$ cat src/rtl/dna_syn_stream.sv
// dna_syn_stream: streaming position-weighted digit-sum syndrome engine for DNA codewords.
// Define DNA_SYN_CHECK_EN to add the syn_target input and the res_match output.
module dna_syn_stream #(
    parameter int N   = 24,
    parameter int K   = 4,
    parameter int MOD = 97,
    localparam int RSW = $clog2(4 * N * (N + 1) / 2 + 1),
    localparam int SW  = $clog2(MOD)
) (
    input  logic           clk,
    input  logic           rst,
    input  logic           in_valid,
    output logic           in_ready,
    input  logic [2*K-1:0] in_digits,
    input  logic           in_last,
`ifdef DNA_SYN_CHECK_EN
    input  logic [SW-1:0]  syn_target,
    output logic           res_match,
`endif
    output logic           res_valid,
    input  logic           res_ready,
    output logic [RSW-1:0] res_raw,
    output logic [SW-1:0]  res_syn,
    output logic           res_err
);
    localparam int BEATS = N / K;
    localparam int BW    = (BEATS > 1) ? $clog2(BEATS) : 1;
    localparam int AW    = RSW + 1;
    localparam logic [BW-1:0] LAST_BEAT = BW'(BEATS - 1);
    localparam logic [AW-1:0] MOD_A     = AW'(MOD);
    localparam logic [SW:0]   MOD_S     = (SW + 1)'(MOD);

    typedef enum logic [1:0] {
        S_IDLE  = 2'd0,
        S_ACCUM = 2'd1,
        S_DONE  = 2'd2
    } state_t;

    // Digit 00 carries value 4 so an all-zero word still has a non-trivial sum.
    function automatic logic [2:0] digit_val(input logic [1:0] d);
        digit_val = (d == 2'b00) ? 3'd4 : {1'b0, d};
    endfunction

    state_t         state_q, state_d;
    logic [BW-1:0]  beat_q, beat_d;
    logic [RSW-1:0] raw_acc_q, raw_acc_d;
    logic [SW-1:0]  syn_acc_q, syn_acc_d;
    logic           res_valid_q, res_valid_d;
    logic [RSW-1:0] res_raw_q, res_raw_d;
    logic [SW-1:0]  res_syn_q, res_syn_d;
    logic           res_err_q, res_err_d;
`ifdef DNA_SYN_CHECK_EN
    logic           res_match_q, res_match_d;
`endif

    logic           accept_s;
    logic           at_last_beat_s;
    logic           terminal_s;
    logic           err_s;
    logic [AW-1:0]  weight_s;
    logic [AW-1:0]  partial_s;
    logic [AW-1:0]  partial_mod_s;
    logic [SW:0]    syn_sum_s;
    logic [SW-1:0]  syn_next_s;
    logic [RSW-1:0] raw_next_s;

    assign in_ready       = (state_q != S_DONE);
    assign accept_s       = in_valid && in_ready;
    assign at_last_beat_s = (beat_q == LAST_BEAT);
    assign terminal_s     = at_last_beat_s || in_last;
    // Short word (last too early) or missing last on the final beat.
    assign err_s          = at_last_beat_s ^ in_last;

    // Weighted sum of the current beat and the per-beat reduced syndrome update.
    always_comb begin
        partial_s = '0;
        weight_s  = '0;
        for (int j = 0; j < K; j++) begin
            weight_s  = AW'(beat_q) * AW'(K) + AW'(j) + AW'(1);
            partial_s = partial_s + AW'(digit_val(in_digits[2*j +: 2])) * weight_s;
        end
        partial_mod_s = partial_s % MOD_A;
        syn_sum_s     = {1'b0, syn_acc_q} + partial_mod_s[SW:0];
        if (syn_sum_s >= MOD_S) begin
            syn_next_s = SW'(syn_sum_s - MOD_S);
        end else begin
            syn_next_s = syn_sum_s[SW-1:0];
        end
        raw_next_s = raw_acc_q + partial_s[RSW-1:0];
    end

    // Next-state and result-load logic.
    always_comb begin
        state_d     = state_q;
        beat_d      = beat_q;
        raw_acc_d   = raw_acc_q;
        syn_acc_d   = syn_acc_q;
        res_valid_d = res_valid_q;
        res_raw_d   = res_raw_q;
        res_syn_d   = res_syn_q;
        res_err_d   = res_err_q;
`ifdef DNA_SYN_CHECK_EN
        res_match_d = res_match_q;
`endif
        case (state_q)
            S_IDLE, S_ACCUM: begin
                if (accept_s) begin
                    raw_acc_d = raw_next_s;
                    syn_acc_d = syn_next_s;
                    if (terminal_s) begin
                        state_d     = S_DONE;
                        res_valid_d = 1'b1;
                        res_raw_d   = raw_next_s;
                        res_syn_d   = syn_next_s;
                        res_err_d   = err_s;
`ifdef DNA_SYN_CHECK_EN
                        res_match_d = (syn_next_s == syn_target) && !err_s;
`endif
                    end else begin
                        state_d = S_ACCUM;
                        beat_d  = beat_q + BW'(1);
                    end
                end else begin
                    state_d = state_q;
                end
            end
            S_DONE: begin
                if (res_ready) begin
                    state_d     = S_IDLE;
                    res_valid_d = 1'b0;
                    beat_d      = '0;
                    raw_acc_d   = '0;
                    syn_acc_d   = '0;
                end else begin
                    state_d = S_DONE;
                end
            end
            default: begin
                state_d = S_IDLE;
            end
        endcase
    end

    // State, accumulator and result registers.
    always_ff @(posedge clk or posedge rst) begin
        if (rst) begin
            state_q     <= S_IDLE;
            beat_q      <= '0;
            raw_acc_q   <= '0;
            syn_acc_q   <= '0;
            res_valid_q <= 1'b0;
            res_raw_q   <= '0;
            res_syn_q   <= '0;
            res_err_q   <= 1'b0;
`ifdef DNA_SYN_CHECK_EN
            res_match_q <= 1'b0;
`endif
        end else begin
            state_q     <= state_d;
            beat_q      <= beat_d;
            raw_acc_q   <= raw_acc_d;
            syn_acc_q   <= syn_acc_d;
            res_valid_q <= res_valid_d;
            res_raw_q   <= res_raw_d;
            res_syn_q   <= res_syn_d;
            res_err_q   <= res_err_d;
`ifdef DNA_SYN_CHECK_EN
            res_match_q <= res_match_d;
`endif
        end
    end

    assign res_valid = res_valid_q;
    assign res_raw   = res_raw_q;
    assign res_syn   = res_syn_q;
    assign res_err   = res_err_q;
`ifdef DNA_SYN_CHECK_EN
    assign res_match = res_match_q;
`endif

endmodule
$ cat config.mk
export PLATFORM = sky130hd
export DESIGN_NAME = dna_syn_stream
export DESIGN_NICKNAME = d
export VERILOG_FILES = /design/src/rtl/dna_syn_stream.sv
export SDC_FILE = /design/constraint.sdc
export NUM_CORES = 1
export LEC_CHECK = 0
export BUFFER_PORTS_ARGS = -buffer_cell sky130_fd_sc_hd__buf_2
export CORE_MARGIN = 2
export CORE_UTILIZATION = 55
export DETAILED_ROUTE_END_ITERATION = 8
export PLACE_DENSITY = 0.75
export RECOVER_POWER = 100
export SETUP_SLACK_MARGIN = 0.02
export SKIP_CTS_REPAIR_TIMING = 1
export SYNTH_ARGS = -nofsm -noshare
export SYNTH_HDL_FRONTEND = slang
export SYNTH_SLANG_ARGS = --single-unit
$ cat constraint.sdc
create_clock -name clk -period 18.48 [get_ports clk]
set_input_delay 1.848 -clock clk [delete_from_list [all_inputs] [get_ports clk]]
set_output_delay 1.848 -clock clk [all_outputs]
set_load 0.02 [all_outputs]
======== After elaboration in Yosys (flattened, before gate mapping) ========
Cells that the tools add are included.
operators by class
  add/sub/neg operators ................... 13
  multiply operators ...................... 4
  div/mod/pow operators ................... 1
  $lt $le $gt $ge ......................... 1
  eq/ne operators ......................... 8
  mux-type cells .......................... 23
  bitwise gates (word level) .............. 1
  reductions and logical operators ........ 13
operators with widths
  kind                   count
  $add 12x10->12         3
  $mul 3x7->10           3
  $mux 11                2
  $pmux 11 s2            1
  $add 6x1->7 const B    3
  $mux 3                 7
  $mux 7                 3
  $pmux 7 s2             1
  $add 5x2->6 const B    2
  $mod 12x7->12 const B  1
  $mul 3x12->12          1
  $add 11x11->11         1
  $logic_not 2->1        5
  $ne 2x2->1 const B     5
  $add 7x8->8            1
  $ge 8x7->1 const B     1
  $reduce_and 4->1       2
  $sub 7x7->7 const B    1
  $add 5x1->6 const B    1
  $mux 2                 3
  $pmux 3 s2             1
  $reduce_and 3->1       2
  $pmux 2 s2             1
  $add 3x1->3 const B    1
  other kinds (10)       12
word-level totals
  bits in registers ....................... 43
  input port bits ......................... 13
  output and inout port bits .............. 21
  word-level logic and storage cells ...... 72

======== Longest topological paths before layout ========
Gate-level depths: netlist of run 1.
  word-level depth ........................ 12
  depth in mapped cells ................... 57
  gate-level depth less buffers ........... 54

======== Least setup slack after synthesis of run 1 ========
OpenSTA, ideal clock, no wires.
  path type ............................... input to register
  start ................................... input port in_digits[4]
  end ..................................... register syn_acc_q[3]
  setup time .............................. 0.070 ns
  data arrival time ....................... 13.163 ns
  data required time ...................... 18.410 ns
  setup slack ............................. 5.248 ns
  stages on the path ...................... 55
  path buffers ............................ 3
  path through ............................ inv_1 ha_1 nor2_1 nand2_1 fa_1 inv_1 fa_1 fa_1 fa_1 fa_1 ha_1 a211oi_2 nor2_1 xor2_1 inv_1 ha_1 nor3_1 a211o_1 (+19 left out) ha_1 inv_1 fa_1 nor2b_1 o21ai_0 nand2b_1 clkbuf_1 a21o_1 a21oi_1 xnor2_1 nand2_1 a21oi_1 nor2b_1 and2_1 a221oi_4 nand2_4 or4_1 nand3_1
between the ends
  word-level cells in the longest chain between the ends .. 11
  elaborated cells between the ends (all ways) .. 12
  classes of those cells .................. add/sub: 4; mul: 1; div: 1; order compare: 1; mux: 4; reduce/logical: 1
ends and longest elaborated chain
  what                                              RTL line  source
  from (decl)                                       14        input logic [2*K-1:0] in_digits,
  $logic_not 2->1                                   41        digit_val = (d == 2'b00) ? 3'd4 : {1'b0, d};
  $mux 3 (*)                                        41
  $mul 3x7->10 (*)                                  80        partial_s = partial_s + AW'(digit_val(in_digits[2*j +: 2])) * weight_s;
  $add 12x10->12 (*) (2 in series)                  80
  $mod 12x7->12 (*)                                 82        partial_mod_s = partial_s % MOD_A;
  $add 7x8->8 (*)                                   83        syn_sum_s = {1'b0, syn_acc_q} + partial_mod_s[SW:0];
  $sub 7x7->7 / $ge 8x7->1 (equally long branches)  85, 84
  $mux 7 (*)                                        84        if (syn_sum_s >= MOD_S) begin
  $mux 7 (*)                                        107       if (accept_s) begin
  $pmux 7 s2 (*)                                    105       case (state_q)
  to (signal assigned)                              162       syn_acc_q <= syn_acc_d;
  to (decl)                                         47        logic [SW-1:0] syn_acc_q, syn_acc_d;
Every way passes the cells marked *; elsewhere a longest branch is shown, timed or not. The select of a mux whose other input is x is not followed.
A chain may end at the register's enable or synchronous reset.

======== Worst setup path after layout of run 1 ========
  start ................................... input port in_digits[5]
  end ..................................... register syn_acc_q[5]
Same word-level chain as after synthesis.

==> flow_metrics.env, run 1 <==
export IMPL_finalHoldWorstSlack_ns=0.489
export IMPL_clock_sink_count=43
export IMPL_cts_tree="built"
export IMPL_crit_path_top_delay_cell="a221oi_1"
export IMPL_synth_net_count=802
export IMPL_synthesis_yosys_warnings=0
export IMPL_layout_min_cycle_time_ns=15.83
export IMPL_antenna_left=0
export IMPL_post_dp_hpwl_mm=10.9
export IMPL_regToRegEndpoint="syn_acc_q[5]"
export IMPL_clockBufferDepth=2
export IMPL_most_frequent_standard_cell_in_the_layout_excluding_fill_and_tap_cells="nand2_1"
export IMPL_fmaxAchievable_mhz=63.2
export IMPL_grt_start_max_net_pins=44
export IMPL_cp_slowest_stage_delay_ns=1.02
export IMPL_worst_endpoint_arrival_ns=15.98
export IMPL_synth_edff_count=0
export IMPL_tns_ns=0
export IMPL_design_core_area_mm2=0.0103
export IMPL_gp_routability_congestion=0.905
export IMPL_critical_path_peak_fanout=10
export IMPL_drc_violations_left=0
export IMPL_rrSetupSlack_ns=3.75
export IMPL_synthDistinctLibCells=78
export IMPL_area_growth_synth_to_final_pct=4.59
export IMPL_cp_startpoint="in_digits[5]"
export IMPL_final_cell_mix="84 x nand2_1, 73 x inv_1, 65 x ha_1"
export IMPL_worstSetupEndpointType="register"
export IMPL_antenna_cells_inserted=0
export IMPL_ff2ff_path_depth=50
export IMPL_dpl_instance_area_mm2=0.00605
export IMPL_die_area_mm2=0.0114
export IMPL_status="finished, violations left"
export IMPL_wl_per_cell_um=16.2
export IMPL_worst_setup_path_type="primary input to register"
export IMPL_worst_slew_margin_rel_pct=-6.10
export IMPL_setup_viol=0
export IMPL_max_cap_viol_count=1
export IMPL_data_required_time_of_the_worst_path_ns=18.63
export IMPL_dr_total_vias=5019
export IMPL_rsz_0062_raised_after_global_routing="false"
export IMPL_multi_input_area_mm2=0.00429
export IMPL_drv_slew=44
export IMPL_insertion_delay_ns=0.29
export IMPL_routed_via_density=5.96
export IMPL_reg2reg_from="beat_q[1]"
export IMPL_endpoint="syn_acc_q[5]"
export IMPL_violations_in_the_final_reports="max-capacitance violations, max-slew violations"
export IMPL_yosys_register_bits=43
export IMPL_grt_pass1_wl_mm=23.9
export IMPL_ys_flop_type="dfrtp_1"
export IMPL_initial_antenna_violation_count=0
export IMPL_final_nets=819
export IMPL_clkSlewWorstSetupHoldPaths_ns=0.08
export IMPL_num_io_pins=34
export IMPL_hold_viol_final=0
export IMPL_clock_tree_htree_level_count=2
export IMPL_synth_area_mm2=0.00581
export IMPL_worst_setup_path_start_kind="primary input"
export IMPL_synth_avg_cell_area_um2=8.43
export IMPL_cpMostUsedCell="ha_1"
export IMPL_finalCoreUtilization_pct=59.1
export IMPL_final_fill_count=969
export IMPL_wl_mm=13.7
export IMPL_hold_path_class="register to register"
export IMPL_first_global_vias=5088
export IMPL_initial_core_util_pct=56.5
export IMPL_cts_root_buf="clkbuf_8"
export IMPL_timing_worst_slew_pin_value_ns=1.59
export IMPL_global_route_overflow_total=0
export IMPL_syn_instance_count=689
export IMPL_finalCritPeriodShare_pct=85.7
export IMPL_worst_case_clock_skew_ns=0.00450
export IMPL_die_w_um=107
export IMPL_core_rowCount=37
export IMPL_firstDrtPassIters=5
export IMPL_async_flop_share_pct=100
export IMPL_grt_total_usage_pct=25.8
export IMPL_fp_dieH_um=107
export IMPL_drive_above_1_share_pct=5.95
export IMPL_cts_made_buffers=5
export IMPL_fin_area_mm2=0.00607
export IMPL_port_buffers=33
export IMPL_initial_drt_markers=242
export IMPL_regArea_mm2=0.00108
export IMPL_synth_seq_area_share_pct=18.5
==> worst min path at each step <==
stage / startpoint / end / slack, ns / depth (start not counted)
2_1_floorplan: raw_acc_q[2] / raw_acc_q[2] / 0.46 / 2
3_3_place_gp: res_syn[0] / res_syn[0] / 0.46 / 2
3_5_place_dp: res_syn[4] / res_syn[4] / 0.47 / 2
4_1_cts: res_syn[5] / res_syn[5] / 0.49 / 2
5_1_grt: res_syn[5] / res_syn[5] / 0.51 / 2
6_report: res_syn[5] / res_syn[5] / 0.49 / 2
==> sequential cells by signal, indices dropped and copies added (netlist names) <==
name / count
beat_q: 3
raw_acc_q: 11
res_err: 1
res_raw: 11
res_syn: 7
res_valid: 1
state_q: 2
syn_acc_q: 7
==> routing by layer <==
metal  wire length [um]  GRT usage [%]  share of wire (%)
met2               6650           44.7                 49
met5                  0              0                  0
met1               6150           34.9                 45
met4                298           5.57                2.2
met3                572           2.67                4.2
==> area by class of cell <==
| cell class | instances | area share, % |
|---|---|---|
| timing repair buffer | 35 | 2.43 |
| tap | 136 | 2.80 |
| clock buffer | 5 | 1.13 |
| multi-input combinational | 546 | 70.6 |
| inverter | 75 | 4.68 |
| sequential | 43 | 17.7 |
| clock inverter | 2 | 0.618 |
==> stage by stage <==
step	worst slack [ns]	cells
2_1_floorplan	5.25	689
3_3_place_gp	4.07	835
3_5_place_dp	3.72	835
4_1_cts	3.98	842
5_1_grt	1.60	842
6_report	2.65	842
==> cell usage after synthesis, types with 2 or more instances <==
cell type / count / area, um^2
ha_1: 65 / 813
nor4_1: 3 / 18.8
and3_1: 5 / 31.3
o31ai_1: 3 / 22.5
o21bai_1: 6 / 45.0
nand3_1: 21 / 105
or2_2: 2 / 12.5
o21a_1: 3 / 22.5
and2_1: 16 / 100
inv_1: 73 / 274
a2111oi_0: 2 / 17.5
nor2_1: 37 / 139
nand2b_1: 6 / 37.5
nor3b_1: 3 / 22.5
mux2_2: 4 / 45.0
o22a_1: 2 / 17.5
o2111a_1: 2 / 22.5
dfrtp_1: 43 / 1080
o21ai_1: 2 / 10.0
o22ai_1: 2 / 12.5
a21oi_1: 21 / 105
o211ai_1: 4 / 30.0
buf_2: 3 / 15.0
nor2b_1: 12 / 75.1
a31oi_1: 10 / 62.6
nor3_1: 15 / 75.1
a211o_1: 2 / 17.5
mux2i_1: 10 / 100
o21ai_0: 51 / 255
clkbuf_1: 20 / 75.1
a31o_2: 4 / 35.0
nand2_1: 84 / 315
o211a_1: 2 / 20.0
xor2_1: 12 / 105
or3_1: 5 / 31.3
nand4_1: 5 / 31.3
o2111ai_1: 5 / 43.8
a21o_1: 9 / 67.6
a211oi_1: 7 / 52.6
xnor2_1: 35 / 307
a31oi_4: 2 / 42.5
fa_1: 35 / 701
==> kinds of logic after synthesis <==
group / synth area share, %
muxes: 2.50
other: 0.0646
xor gates and xnor gates: 7.95
DFF: 18.5
and+or+nand+nor: 18.7
AOI/OAI and AO/OA: 19.5
buffers and inverters: 6.70
adders and majority gates: 26.1
==> critical path: cells and delay by family <==
kind            cells  cell delay (ns)
compound gates     13             4.07
fa+ha+maj          11             3.99
simple gates       15             3.29
xor+xnor            5             1.68
buf+inv             7             0.81
mux                 1             0.31
Power of run 1 is left out: the tool's default activity adds up to more than one toggle a clock period on the data nets, which glitch-free logic cannot reach.
==> run 2, diff against run 1 <==
--- a/config.mk
+++ b/config.mk
@@ -9,6 +9,7 @@
 export CORE_MARGIN = 2
 export CORE_UTILIZATION = 55
 export DETAILED_ROUTE_END_ITERATION = 8
+export GPL_TIMING_DRIVEN = 0
 export PLACE_DENSITY = 0.75
 export RECOVER_POWER = 100
 export SETUP_SLACK_MARGIN = 0.02
==> flow_metrics.env, run 2 (synthesis results as in run 1) <==
export IMPL_final_nets=842
export IMPL_cp_num_buf_inv=11
export IMPL_grt_total_usage_pct=24.7
export IMPL_hold_path_class="register to register"
export IMPL_grt_pass1_wl_mm=22.8
export IMPL_finalCritPeriodShare_pct=85.9
export IMPL_fmaxAchievable_mhz=63.0
export IMPL_clkSlewWorstSetupHoldPaths_ns=0.09
export IMPL_insertion_delay_ns=0.30
export IMPL_timing_worst_slew_pin_value_ns=1.59
export IMPL_final_fill_count=921
export IMPL_clock_sink_count=43
export IMPL_drive_above_1_share_pct=6.30
export IMPL_gp_routability_congestion=0.910
export IMPL_layout_min_cycle_time_ns=15.88
export IMPL_cts_tree="built"
export IMPL_max_cap_viol_count=1
export IMPL_worst_endpoint_arrival_ns=16.05
export IMPL_status="finished, violations left"
export IMPL_cts_root_buf="clkbuf_8"
export IMPL_data_required_time_of_the_worst_path_ns=18.65
export IMPL_firstDrtPassIters=5
export IMPL_die_w_um=107
export IMPL_setup_viol=0
export IMPL_crit_path_top_delay_cell="a221oi_1"
export IMPL_rsz_0062_raised_after_global_routing="false"
export IMPL_global_route_overflow_total=0
export IMPL_worst_slew_margin_rel_pct=-6.13
export IMPL_tns_ns=0
export IMPL_final_cell_mix="84 x nand2_1, 73 x inv_1, 65 x ha_1"
export IMPL_worst_setup_path_start_kind="primary input"
export IMPL_core_rowCount=37
export IMPL_post_dp_hpwl_mm=10.7
export IMPL_violations_in_the_final_reports="max-capacitance violations, max-slew violations"
export IMPL_critical_path_peak_fanout=10
export IMPL_worst_case_clock_skew_ns=0.00828
export IMPL_cp_slowest_stage_delay_ns=1.02
export IMPL_worstSetupEndpointType="register"
export IMPL_first_global_vias=4893
export IMPL_wl_per_cell_um=15.5
export IMPL_cts_made_buffers=5
export IMPL_design_core_area_mm2=0.0103
export IMPL_dr_total_vias=5027
export IMPL_antenna_cells_inserted=0
export IMPL_area_growth_synth_to_final_pct=6.27
export IMPL_initial_drt_markers=285
export IMPL_wl_mm=13.4
export IMPL_die_area_mm2=0.0114
export IMPL_clockBufferDepth=2
export IMPL_antenna_left=0
export IMPL_worst_setup_path_type="primary input to register"
export IMPL_routed_via_density=5.80
export IMPL_critical_path_top_delay_family="adder cells"
export IMPL_initial_antenna_violation_count=0
export IMPL_fp_dieH_um=107
export IMPL_num_io_pins=34
export IMPL_most_frequent_standard_cell_in_the_layout_excluding_fill_and_tap_cells="nand2_1"
export IMPL_initial_core_util_pct=56.5
export IMPL_clock_tree_htree_level_count=2
export IMPL_grt_start_max_net_pins=44
export IMPL_hold_viol_final=0
export IMPL_drc_violations_left=0
export IMPL_port_buffers=33
export IMPL_drv_slew=44
## run 2: changes by cell type in the layout (fill, tap and decap cells not counted), sizes merged
cell / previous run / this run
clkbuf: 29 / 49
buf: 11 / 14
bufinv: 1 / 0
clkinvlp: 1 / 2
inv: 75 / 76
## run 2: area by class of cell
class	count	area, um^2	area share [%]
inverter	75	284	4.60
clock inverter	3	23.8	0.385
multi-input combinational	546	4310	69.8
buffer	25	104	1.68
clock buffer	5	68.8	1.12
tap	136	170	2.76
timing repair buffer	33	136	2.21
sequential	43	1080	17.4
## run 2: final timing paths
| kind | start | endpoint | slack, ns | depth (start not counted) |
|---|---|---|---|---|
| max | in_digits[5] | res_syn[5] | 2.60 | 56 |
| max reg2reg | beat_q[0] | res_syn[5] | 3.78 | 53 |
| min in group asynchronous | rst | res_raw[3] | 2.02 | 2 |
| max in group asynchronous | rst | syn_acc_q[3] | 15.53 | 2 |
| min | res_syn[1] | res_syn[1] | 0.49 | 2 |
| min reg2reg | res_syn[1] | res_syn[1] | 0.49 | 2 |
## run 2: per-stage QoR
| step | cell area (um^2) | setup WS, ns | instances | utilization [%] | hold slack [ns] |
|---|---|---|---|---|---|
| 6_report | 6170 | 2.60 | 866 | 60.0 | 0.494 |
| 5_1_grt | 6170 | 1.53 | 866 | 60.0 | 0.518 |
| 4_1_cts | 6230 | 3.87 | 866 | 60.7 | 0.496 |
| 3_5_place_dp | 6140 | 3.60 | 858 | 59.8 | 0.465 |
| 3_3_place_gp | 6140 | 3.83 | 858 | 59.8 | 0.463 |
| 2_1_floorplan | 5810 | 5.25 | 689 | - | 0.456 |
## run 2: routing by layer
layer / wire length [um] / GRT usage, % / share of wire (%) / vias to the layer above
li1: - / - / - / 2453
met1: 6050 / 33.8 / 45 / 2398
met2: 6490 / 41.6 / 48 / 149
met3: 567 / 2.67 / 4.2 / 27
met4: 281 / 7.14 / 2.1 / 0
met5: 0 / 0 / 0 / -
## run 2: worst min-delay path: stages, from the launching register on
cell and delay [ns]:
dfrtp_1 0.36, nand2_1 0.05, o21ai_0 0.06
Power of run 2 is left out for the same reason.
